### src/rtl/cpu_ctrl_pkg.sv
// Shared definitions for the multi-cycle RV32I control unit: FSM states,
// opcode constants, instruction classes, ALUOp encodings and fault causes.
package cpu_ctrl_pkg;

  // Sequencer states; IDLE must stay the all-zero encoding.
  typedef enum logic [2:0] {
    ST_IDLE    = 3'd0,
    ST_FETCH   = 3'd1,
    ST_DECODE  = 3'd2,
    ST_EXECUTE = 3'd3,
    ST_MEM     = 3'd4,
    ST_WB      = 3'd5,
    ST_FAULT   = 3'd6
  } state_t;

  // RV32I major opcodes handled by this controller.
  localparam logic [6:0] OPC_R      = 7'b0110011;
  localparam logic [6:0] OPC_I      = 7'b0010011;
  localparam logic [6:0] OPC_LOAD   = 7'b0000011;
  localparam logic [6:0] OPC_STORE  = 7'b0100011;
  localparam logic [6:0] OPC_BRANCH = 7'b1100011;

  // Instruction class produced by the opcode decoder.
  typedef enum logic [2:0] {
    CLS_NONE   = 3'd0,
    CLS_R      = 3'd1,
    CLS_I      = 3'd2,
    CLS_LOAD   = 3'd3,
    CLS_STORE  = 3'd4,
    CLS_BRANCH = 3'd5
  } opclass_t;

  // ALUOp encodings seen by the ALU control block.
  localparam logic [1:0] ALUOP_ADD   = 2'b00;
  localparam logic [1:0] ALUOP_SUB   = 2'b01;
  localparam logic [1:0] ALUOP_RTYPE = 2'b10;
  localparam logic [1:0] ALUOP_ITYPE = 2'b11;

  // Fault cause codes reported while the FSM sits in FAULT.
  localparam logic [1:0] FC_NONE    = 2'b00;
  localparam logic [1:0] FC_ILLEGAL = 2'b01;
  localparam logic [1:0] FC_TIMEOUT = 2'b10;

  // Loads and stores are the only classes that visit the MEM state.
  function automatic logic isMemClass(input opclass_t cls);
    return (cls == CLS_LOAD) || (cls == CLS_STORE);
  endfunction

endpackage

### src/rtl/opcode_decoder.sv
// Combinational opcode classifier: maps a 7-bit RV32I opcode onto one of
// the instruction classes the controller sequences, flagging anything else.
module opcode_decoder
  import cpu_ctrl_pkg::*;
(
  input  logic [6:0] i_opcode,
  output opclass_t   o_class,
  output logic       o_illegal
);

  // Classify the opcode; unknown encodings become CLS_NONE with o_illegal set.
  always_comb begin
    o_class   = CLS_NONE;
    o_illegal = 1'b0;
    case (i_opcode)
      OPC_R:      o_class = CLS_R;
      OPC_I:      o_class = CLS_I;
      OPC_LOAD:   o_class = CLS_LOAD;
      OPC_STORE:  o_class = CLS_STORE;
      OPC_BRANCH: o_class = CLS_BRANCH;
      default:    o_illegal = 1'b1;
    endcase
  end

endmodule

### src/rtl/multicycle_control.sv
// Multi-cycle control unit for the RV32I datapath. A Moore FSM walks each
// instruction through FETCH/DECODE/EXECUTE/MEM/WB, handshakes with a
// variable-latency memory, guards memory waits with a timeout, reports
// sticky faults and counts retired instructions.
module multicycle_control
  import cpu_ctrl_pkg::*;
#(
  parameter int MAX_WAIT = 16,
  parameter int CNT_W    = 32
) (
  input  logic             clk_i,
  input  logic             rst_i,
  input  logic             start_i,
  input  logic [6:0]       opcode_i,
  input  logic             mem_ack_i,
  output logic             mem_req_o,
  output logic             mem_we_o,
  output logic             pc_write_o,
  output logic             ir_write_o,
  output logic             reg_write_o,
  output logic             alu_src_o,
  output logic [1:0]       alu_op_o,
  output logic             mem_to_reg_o,
  output logic             branch_o,
  output logic             fault_o,
  output logic [1:0]       fault_cause_o,
  output logic [CNT_W-1:0] instret_o
);

  // Wide enough to hold MAX_WAIT itself; MAX_WAIT of 0 still gets one bit.
  localparam int WAIT_W = $clog2(MAX_WAIT + 2);

  state_t            r_state;
  logic [6:0]        r_opcode;
  logic [WAIT_W-1:0] r_waitCnt;
  logic [CNT_W-1:0]  r_instret;
  logic [1:0]        r_faultCause;

  logic [6:0]        w_decIn;
  opclass_t          w_class;
  logic              w_illegal;
  logic              w_timeout;

  // DECODE classifies the live IR opcode; later states use the latched copy.
  assign w_decIn = (r_state == ST_DECODE) ? opcode_i : r_opcode;

  opcode_decoder u_decoder (
    .i_opcode  (w_decIn),
    .o_class   (w_class),
    .o_illegal (w_illegal)
  );

  // An unacknowledged cycle at MAX_WAIT-1 would bring the counter to MAX_WAIT.
  assign w_timeout = (MAX_WAIT != 0) && (r_waitCnt == WAIT_W'(MAX_WAIT - 1));

  // Sequencer: state, latched opcode, wait counter, fault cause and retire count.
  always_ff @(posedge clk_i) begin
    if (rst_i) begin
      r_state      <= ST_IDLE;
      r_opcode     <= '0;
      r_waitCnt    <= '0;
      r_instret    <= '0;
      r_faultCause <= FC_NONE;
    end else begin
      case (r_state)
        ST_IDLE: begin
          if (start_i) begin
            r_state   <= ST_FETCH;
            r_waitCnt <= '0;
          end
        end

        ST_FETCH: begin
          if (mem_ack_i) begin
            r_state <= ST_DECODE;
          end else begin
            r_waitCnt <= r_waitCnt + WAIT_W'(1);
            if (w_timeout) begin
              r_state      <= ST_FAULT;
              r_faultCause <= FC_TIMEOUT;
            end
          end
        end

        ST_DECODE: begin
          r_opcode <= opcode_i;
          if (w_illegal) begin
            r_state      <= ST_FAULT;
            r_faultCause <= FC_ILLEGAL;
          end else begin
            r_state <= ST_EXECUTE;
          end
        end

        ST_EXECUTE: begin
          case (w_class)
            CLS_R, CLS_I: r_state <= ST_WB;
            CLS_LOAD, CLS_STORE: begin
              r_state   <= ST_MEM;
              r_waitCnt <= '0;
            end
            CLS_BRANCH: begin
              r_state   <= ST_FETCH;
              r_waitCnt <= '0;
              r_instret <= r_instret + CNT_W'(1);
            end
            default: begin
              r_state      <= ST_FAULT;
              r_faultCause <= FC_ILLEGAL;
            end
          endcase
        end

        ST_MEM: begin
          if (mem_ack_i) begin
            if (w_class == CLS_STORE) begin
              r_state   <= ST_FETCH;
              r_waitCnt <= '0;
              r_instret <= r_instret + CNT_W'(1);
            end else begin
              r_state <= ST_WB;
            end
          end else begin
            r_waitCnt <= r_waitCnt + WAIT_W'(1);
            if (w_timeout) begin
              r_state      <= ST_FAULT;
              r_faultCause <= FC_TIMEOUT;
            end
          end
        end

        ST_WB: begin
          r_state   <= ST_FETCH;
          r_waitCnt <= '0;
          r_instret <= r_instret + CNT_W'(1);
        end

        ST_FAULT: r_state <= ST_FAULT;

        default: r_state <= ST_IDLE;
      endcase
    end
  end

  // Moore datapath controls; only the FETCH IR/PC strobes follow mem_ack_i.
  always_comb begin
    mem_req_o     = 1'b0;
    mem_we_o      = 1'b0;
    pc_write_o    = 1'b0;
    ir_write_o    = 1'b0;
    reg_write_o   = 1'b0;
    alu_src_o     = 1'b0;
    alu_op_o      = ALUOP_ADD;
    mem_to_reg_o  = 1'b0;
    branch_o      = 1'b0;
    fault_o       = 1'b0;
    fault_cause_o = FC_NONE;
    case (r_state)
      ST_FETCH: begin
        mem_req_o  = 1'b1;
        ir_write_o = mem_ack_i;
        pc_write_o = mem_ack_i;
      end
      ST_EXECUTE: begin
        case (w_class)
          CLS_R: begin
            alu_op_o  = ALUOP_RTYPE;
            alu_src_o = 1'b0;
          end
          CLS_I: begin
            alu_op_o  = ALUOP_ITYPE;
            alu_src_o = 1'b1;
          end
          CLS_LOAD, CLS_STORE: begin
            alu_op_o  = ALUOP_ADD;
            alu_src_o = 1'b1;
          end
          CLS_BRANCH: begin
            alu_op_o   = ALUOP_SUB;
            alu_src_o  = 1'b0;
            branch_o   = 1'b1;
            pc_write_o = 1'b1;
          end
          default: alu_op_o = ALUOP_ADD;
        endcase
      end
      ST_MEM: begin
        mem_req_o = isMemClass(w_class);
        mem_we_o  = (w_class == CLS_STORE);
      end
      ST_WB: begin
        reg_write_o  = 1'b1;
        mem_to_reg_o = (w_class == CLS_LOAD);
      end
      ST_FAULT: begin
        fault_o       = 1'b1;
        fault_cause_o = r_faultCause;
      end
      default: fault_o = 1'b0;
    endcase
  end

  assign instret_o = r_instret;

endmodule

### config.mk
export PLATFORM = sky130hd
export DESIGN_NAME = multicycle_control
export DESIGN_NICKNAME = d
export VERILOG_FILES = /design/src/rtl/cpu_ctrl_pkg.sv /design/src/rtl/opcode_decoder.sv /design/src/rtl/multicycle_control.sv
export SDC_FILE = /design/constraint.sdc
export NUM_CORES = 1
export LEC_CHECK = 0
export CORE_ASPECT_RATIO = 1.2
export CORE_UTILIZATION = 25
export CTS_CLUSTER_DIAMETER = 60
export DETAILED_ROUTE_END_ITERATION = 12
export REMOVE_ABC_BUFFERS = 1
export SYNTH_ARGS = -nofsm -noshare
export SYNTH_HDL_FRONTEND = slang
export SYNTH_SLANG_ARGS = --single-unit
export TNS_END_PERCENT = 10
### constraint.sdc
create_clock -name clk_i -period 7 [get_ports clk_i]
set_input_delay 1.4 -clock clk_i [delete_from_list [all_inputs] [get_ports clk_i]]
set_output_delay 1.4 -clock clk_i [all_outputs]
set_load 0.02 [all_outputs]
# After elaboration in Yosys (flattened, before gate mapping)
# Cells that the tools add are included.
# word_totals
inputBits,11
reg_bits,49
wordCells,89
output_inout_bits,45
# classes
n_mux,39
n_eq_ne,28
reduce_logical,15
n_addsub,2
# op_table
operator,n
32-bit two-way mux,3
32-bit one-hot mux with 3 select lines,1
32-bit by 1-bit adder with 32-bit output (second input constant),1
5-bit two-way mux,5
5-bit one-hot mux with 5 select lines,1
3-bit one-hot mux with 7 select lines,1
3-bit two-way mux,6
2-bit inequality test (second input constant),9
3-bit equality test (second input constant),5
3-bit one-hot mux with 5 select lines,1
7-bit by 6-bit equality test with 1-bit output (second input constant),2
3-bit by 2-bit equality test with 1-bit output (second input constant),4
2-bit two-way mux,6
2-bit one-hot mux with 3 select lines,2
5-bit AND reduction,2
5-bit OR reduction,2
1-bit two-way mux,9
3-bit one-hot mux with 3 select lines,1
7-bit by 2-bit equality test with 1-bit output (second input constant),1
7-bit by 5-bit equality test with 1-bit output (second input constant),1
7-bit equality test (second input constant),1
7-bit two-way mux,1
3-bit by 1-bit equality test with 1-bit output (second input constant),2
3-bit nonzero test,2
11 further kinds,15

# Logic depth before layout (Yosys ltp)
# logic_depth
depth_word,8
mapped_depth,9

# By module
# From an unflattened synthesis, not the netlist that was laid out.
# unflattened
hier_cells,344
hier_area_um2,2780.2
# by_module_without_submodules
module,area_each_um2,instances,cells_each
multicycle_control,2721.4,1,334
opcode_decoder,58.8,1,10

# Least setup slack after synthesis
# Ideal clock, no wire load.
# synth_path
kind,input to output
from,input opcode_i[6]
to,output alu_op_o[0]
t_arrival_ns,2.303
path_slack_ns,3.297
cell_stages,4
cell_sequence,mux2i_1 > nor2b_1 > a21oi_1 > nor3_1
# synth_between
elab_chain_len,6
word_cells_on_any_way,12
cone_classes,eq/ne: 8; mux: 4
# synth_lines
element,line,source
"start, declared",multicycle_control.sv:14,"input logic [6:0] opcode_i,"
7-bit two-way mux (*),n/a,
"7-bit equality test, or another cell as far along",opcode_decoder.sv:15,case (i_opcode)
3-bit one-hot mux with 5 select lines (*),opcode_decoder.sv:15,
"3-bit equality test, or another cell as far along",multicycle_control.sv:165,case (w_class)
2-bit one-hot mux with 3 select lines (*),multicycle_control.sv:165,
2-bit two-way mux (*),multicycle_control.sv:158,case (r_state)
"end, declared",multicycle_control.sv:22,"output logic [1:0] alu_op_o,"
# Mark *: on every way between the ends. The rest lies on a longest branch, timed or not.

# Worst setup path after layout
# Ends and elaborated chain as after synthesis.

==> summary.md <==
| Metric | Value |
|---|---|
| Clock transition at path regs | 0.07 ns |
| Die area | 11500 um^2 |
| Highest routed metal layer | met4 |
| Setup TNS | 0 ns |
| Placed inst area | 3370 um^2 |
| Routed WL per cell | 14.9 um |
| Slowest CP cell | clkdlybuf4s50_1 |
| Detailed Route WL | approximately 7700 um |
| Hold/Removal Path Class | register to register |
| Die height | 117 um |
| Core Box Area | 10600 um^2 |
| Most common cell in the synthesized netlist | dfxtp_1 |
| Synthesis warning total | 0 |
| Total power | 585 uW |
| Crit path arrival time | 3.18 ns |
| CTS tree | yes |
| Via Count | roughly 2700 |
| Final worst path period share | about two thirds |
| Largest net degree at the start of global routing | 50 |
| Cell repeated most along the worst path | clkdlybuf4s50_1 |
| Number of synthesized flops with an enable pin | 0 |
| Hold Buf Count CTS | 0 |
| CP Launch Type | primary input |
| Wire length of the first global-routing pass | roughly 13000 um |
| Post-synth top cells | dfxtp_1 (49), nor2_1 (34), a21oi_1 (31), nand2_1 (21), nand3_1 (19) |
| Final setup vio count | 0 |
| Initial core utilization | 26.0% |
| Status | finished with violations |
| Cells after Synth | approximately 350 |
| Crit path capture type | output pin |
| Share of cells above drive strength 1 | 4.91% |
| Max-Cap Viols | 0 |
| TritonCTS buffer count | 5 |
| Initial antenna violation count | 0 |
| Pwr Density | 166 nW/um^2 |
| Crit path largest cell delay | about 0.63 ns |
| H-tree depth | 2 |
| DR vias/cell | 5.31 |
| Top cell type's share of synthesized area | between 30% and 40% |
| Final-report max-slew violation count | 0 |
| Max Clk Rate | 0.218 GHz |
| PostCTS Resize Cnt | 0 |
| RD Place Congestion | 0.849 |
| Post-route cell area | 3520 um^2 |
| P&R area growth vs syn | 27.7% |
| Worst Tran Pin Value | 0.888 ns |
| Routed Antenna Nets | 0 |
| Finished Layout Cells | roughly 520 |
| Drt first pass iters | 9 |
| Grt ovf | 0 |
| Failing checks | DRC |
| Leak | between 1 and 1.5 nW |
| CTS Buffer Depth | 2 |
| CP Cell Sequence | clkdlybuf4s50_1 -> mux2i_1 -> nor2b_1 -> a21oi_1 -> nor3_1 -> clkdlybuf4s50_1 |
| Fillers | 1099 |
| Std cell rows | 41 |
| Sequential area share after synthesis | 35.6% |
| Placed Cells incl. Taps | 508 |
| Fin crit period | 4.58 ns |
| Net count, final | 400 |
| Met3 WL | 404 um |
| Met2 Wirelength | about 3700 um |
| Post-DP HPWL | 5350 um |
| N_diodes | 0 |
| Peak VDD IR | 0.0000908 V |
| Cell taking the most area after synthesis | dfxtp_1 |
| FFs w/ async S/R, synth | 0% |
| Cell area after synthesis | between 2000 and 3000 um^2 |
| Main synth FF type | dfxtp_1 |
| Clock skew | 0.00830 ns |
| Clk root buf | clkbuf_16 |
| Syn_area_per_cell | 7.99 um^2 |
| WP buf/inv | 2 |
| RSZ-0062 raised after global routing | false |
| Critical path peak fanout | 4 |
| Worst-Skew Late Latency | ~0.29 ns |
| Synth unique cells | 50 |
| Io pins | 56 |
| Req. time, crit path | about 5.6 ns |
| Sink Count | 49 |
| Worst setup path class | primary input to output pin |
| Number of global-route vias before repair | 2471 |
| # Post-CTS Setup Buffers | 0 |
| Final Hold Fails | 0 |
| Slew headroom | 40.8% |
| Overall routing resource usage | 13.4% |
| DIE WIDTH | 97.9 um |
| DR DRC count | 16 |
| Port bufs | 55 |
| Metal-1 WL | 3520 um |
| Initial detailed-routing violation count | 178 |
| Util after Layout | 33.1% |
| CP top delay family | buffers and inverters |
| Synthesized flop and latch total | 49 |
| Largest cells by area after synthesis | dfxtp_1 (36%), a21oi_1 (5.6%), nor2_1 (4.6%), o31ai_1 (3.8%), nand3_1 (3.4%) |
==> power by group <==
part	switching [mW]	internal (mW)	leakage [nW]
clock network	0.111	0.133	0.0738
registers	0.00924	0.282	0.395
logic	0.0270	0.0219	0.582
==> worst paths after layout <==
path                                    start       endpoint  slack (ns)  cells after the start
worst max-delay path              opcode_i[6]    alu_op_o[0]        2.42                      6
worst min-delay path            instret_o[31]  instret_o[31]        0.49                      2
worst max register to register     r_state[1]  instret_o[26]        4.29                      5
worst min register to register  instret_o[31]  instret_o[31]        0.49                      2
==> worst reg2reg max path, cell delays in order, from the launching register on <==
cell and delay [ns]:
dfxtp_1 0.52, nor4b_1 0.38, nand4_1 0.31, o22a_1 0.63, nor4_1 0.40, mux2_2 0.37
==> metrics by stage <==
stage | hold slack [ns] | setup WS, ns
floorplan | 0.435 | 2.98
global placement | 0.463 | 2.47
detailed placement | 0.477 | 2.41
CTS | 0.487 | 2.40
global route | 0.526 | 2.33
finish | 0.486 | 2.42
==> area by class of cell <==
type / count / area [um^2] / area share, %
clock inverter: 3 / 22.5 / 0.640
multi-input combinational: 265 / 1630 / 46.4
timing repair buffer: 57 / 566 / 16.1
tap: 129 / 161 / 4.59
clock buffer: 5 / 125 / 3.55
sequential: 49 / 981 / 27.9
inverter: 8 / 30.0 / 0.853
==> placed cells by master (no fill, tap or decap), drive strengths merged, types with 4 or more instances in the layout <==
| cell type | n |
|---|---|
| clkdlybuf4s50 | 55 |
| dfxtp | 49 |
| nor2 | 34 |
| a21oi | 31 |
| nand2 | 21 |
| nand3 | 19 |
| o31ai | 14 |
| o21ai | 13 |
| or3 | 13 |
| nand4 | 11 |
| or4 | 11 |
| nor3 | 9 |
| nor2b | 8 |
| mux2i | 8 |
| inv | 8 |
| nand2b | 5 |
| a31oi | 5 |
| clkbuf | 5 |
| and3 | 5 |
| o21ba | 4 |
| a311oi | 4 |
==> metal layers <==
layer,track usage [%],up-vias
li1,-,1378
met1,17.8,1267
met2,22.7,87
met3,2.20,8
met4,3.64,0
met5,0,-
==> sequential cells by signal, summed over array words and instances, names as in the netlist <==
register      count
r_opcode          7
r_state           3
instret_o        32
r_waitCnt         5
r_faultCause      2
==> kinds of logic after synthesis <==
group	share of synthesized area [%]
buffers and inverters	5.13
AOI/OAI and AO/OA	21.8
DFF	35.6
and+or+nand+nor	31.2
xor gates and xnor gates	1.59
muxes	3.31
adders and majority gates	1.36
(Power assumes the default switching activity.)
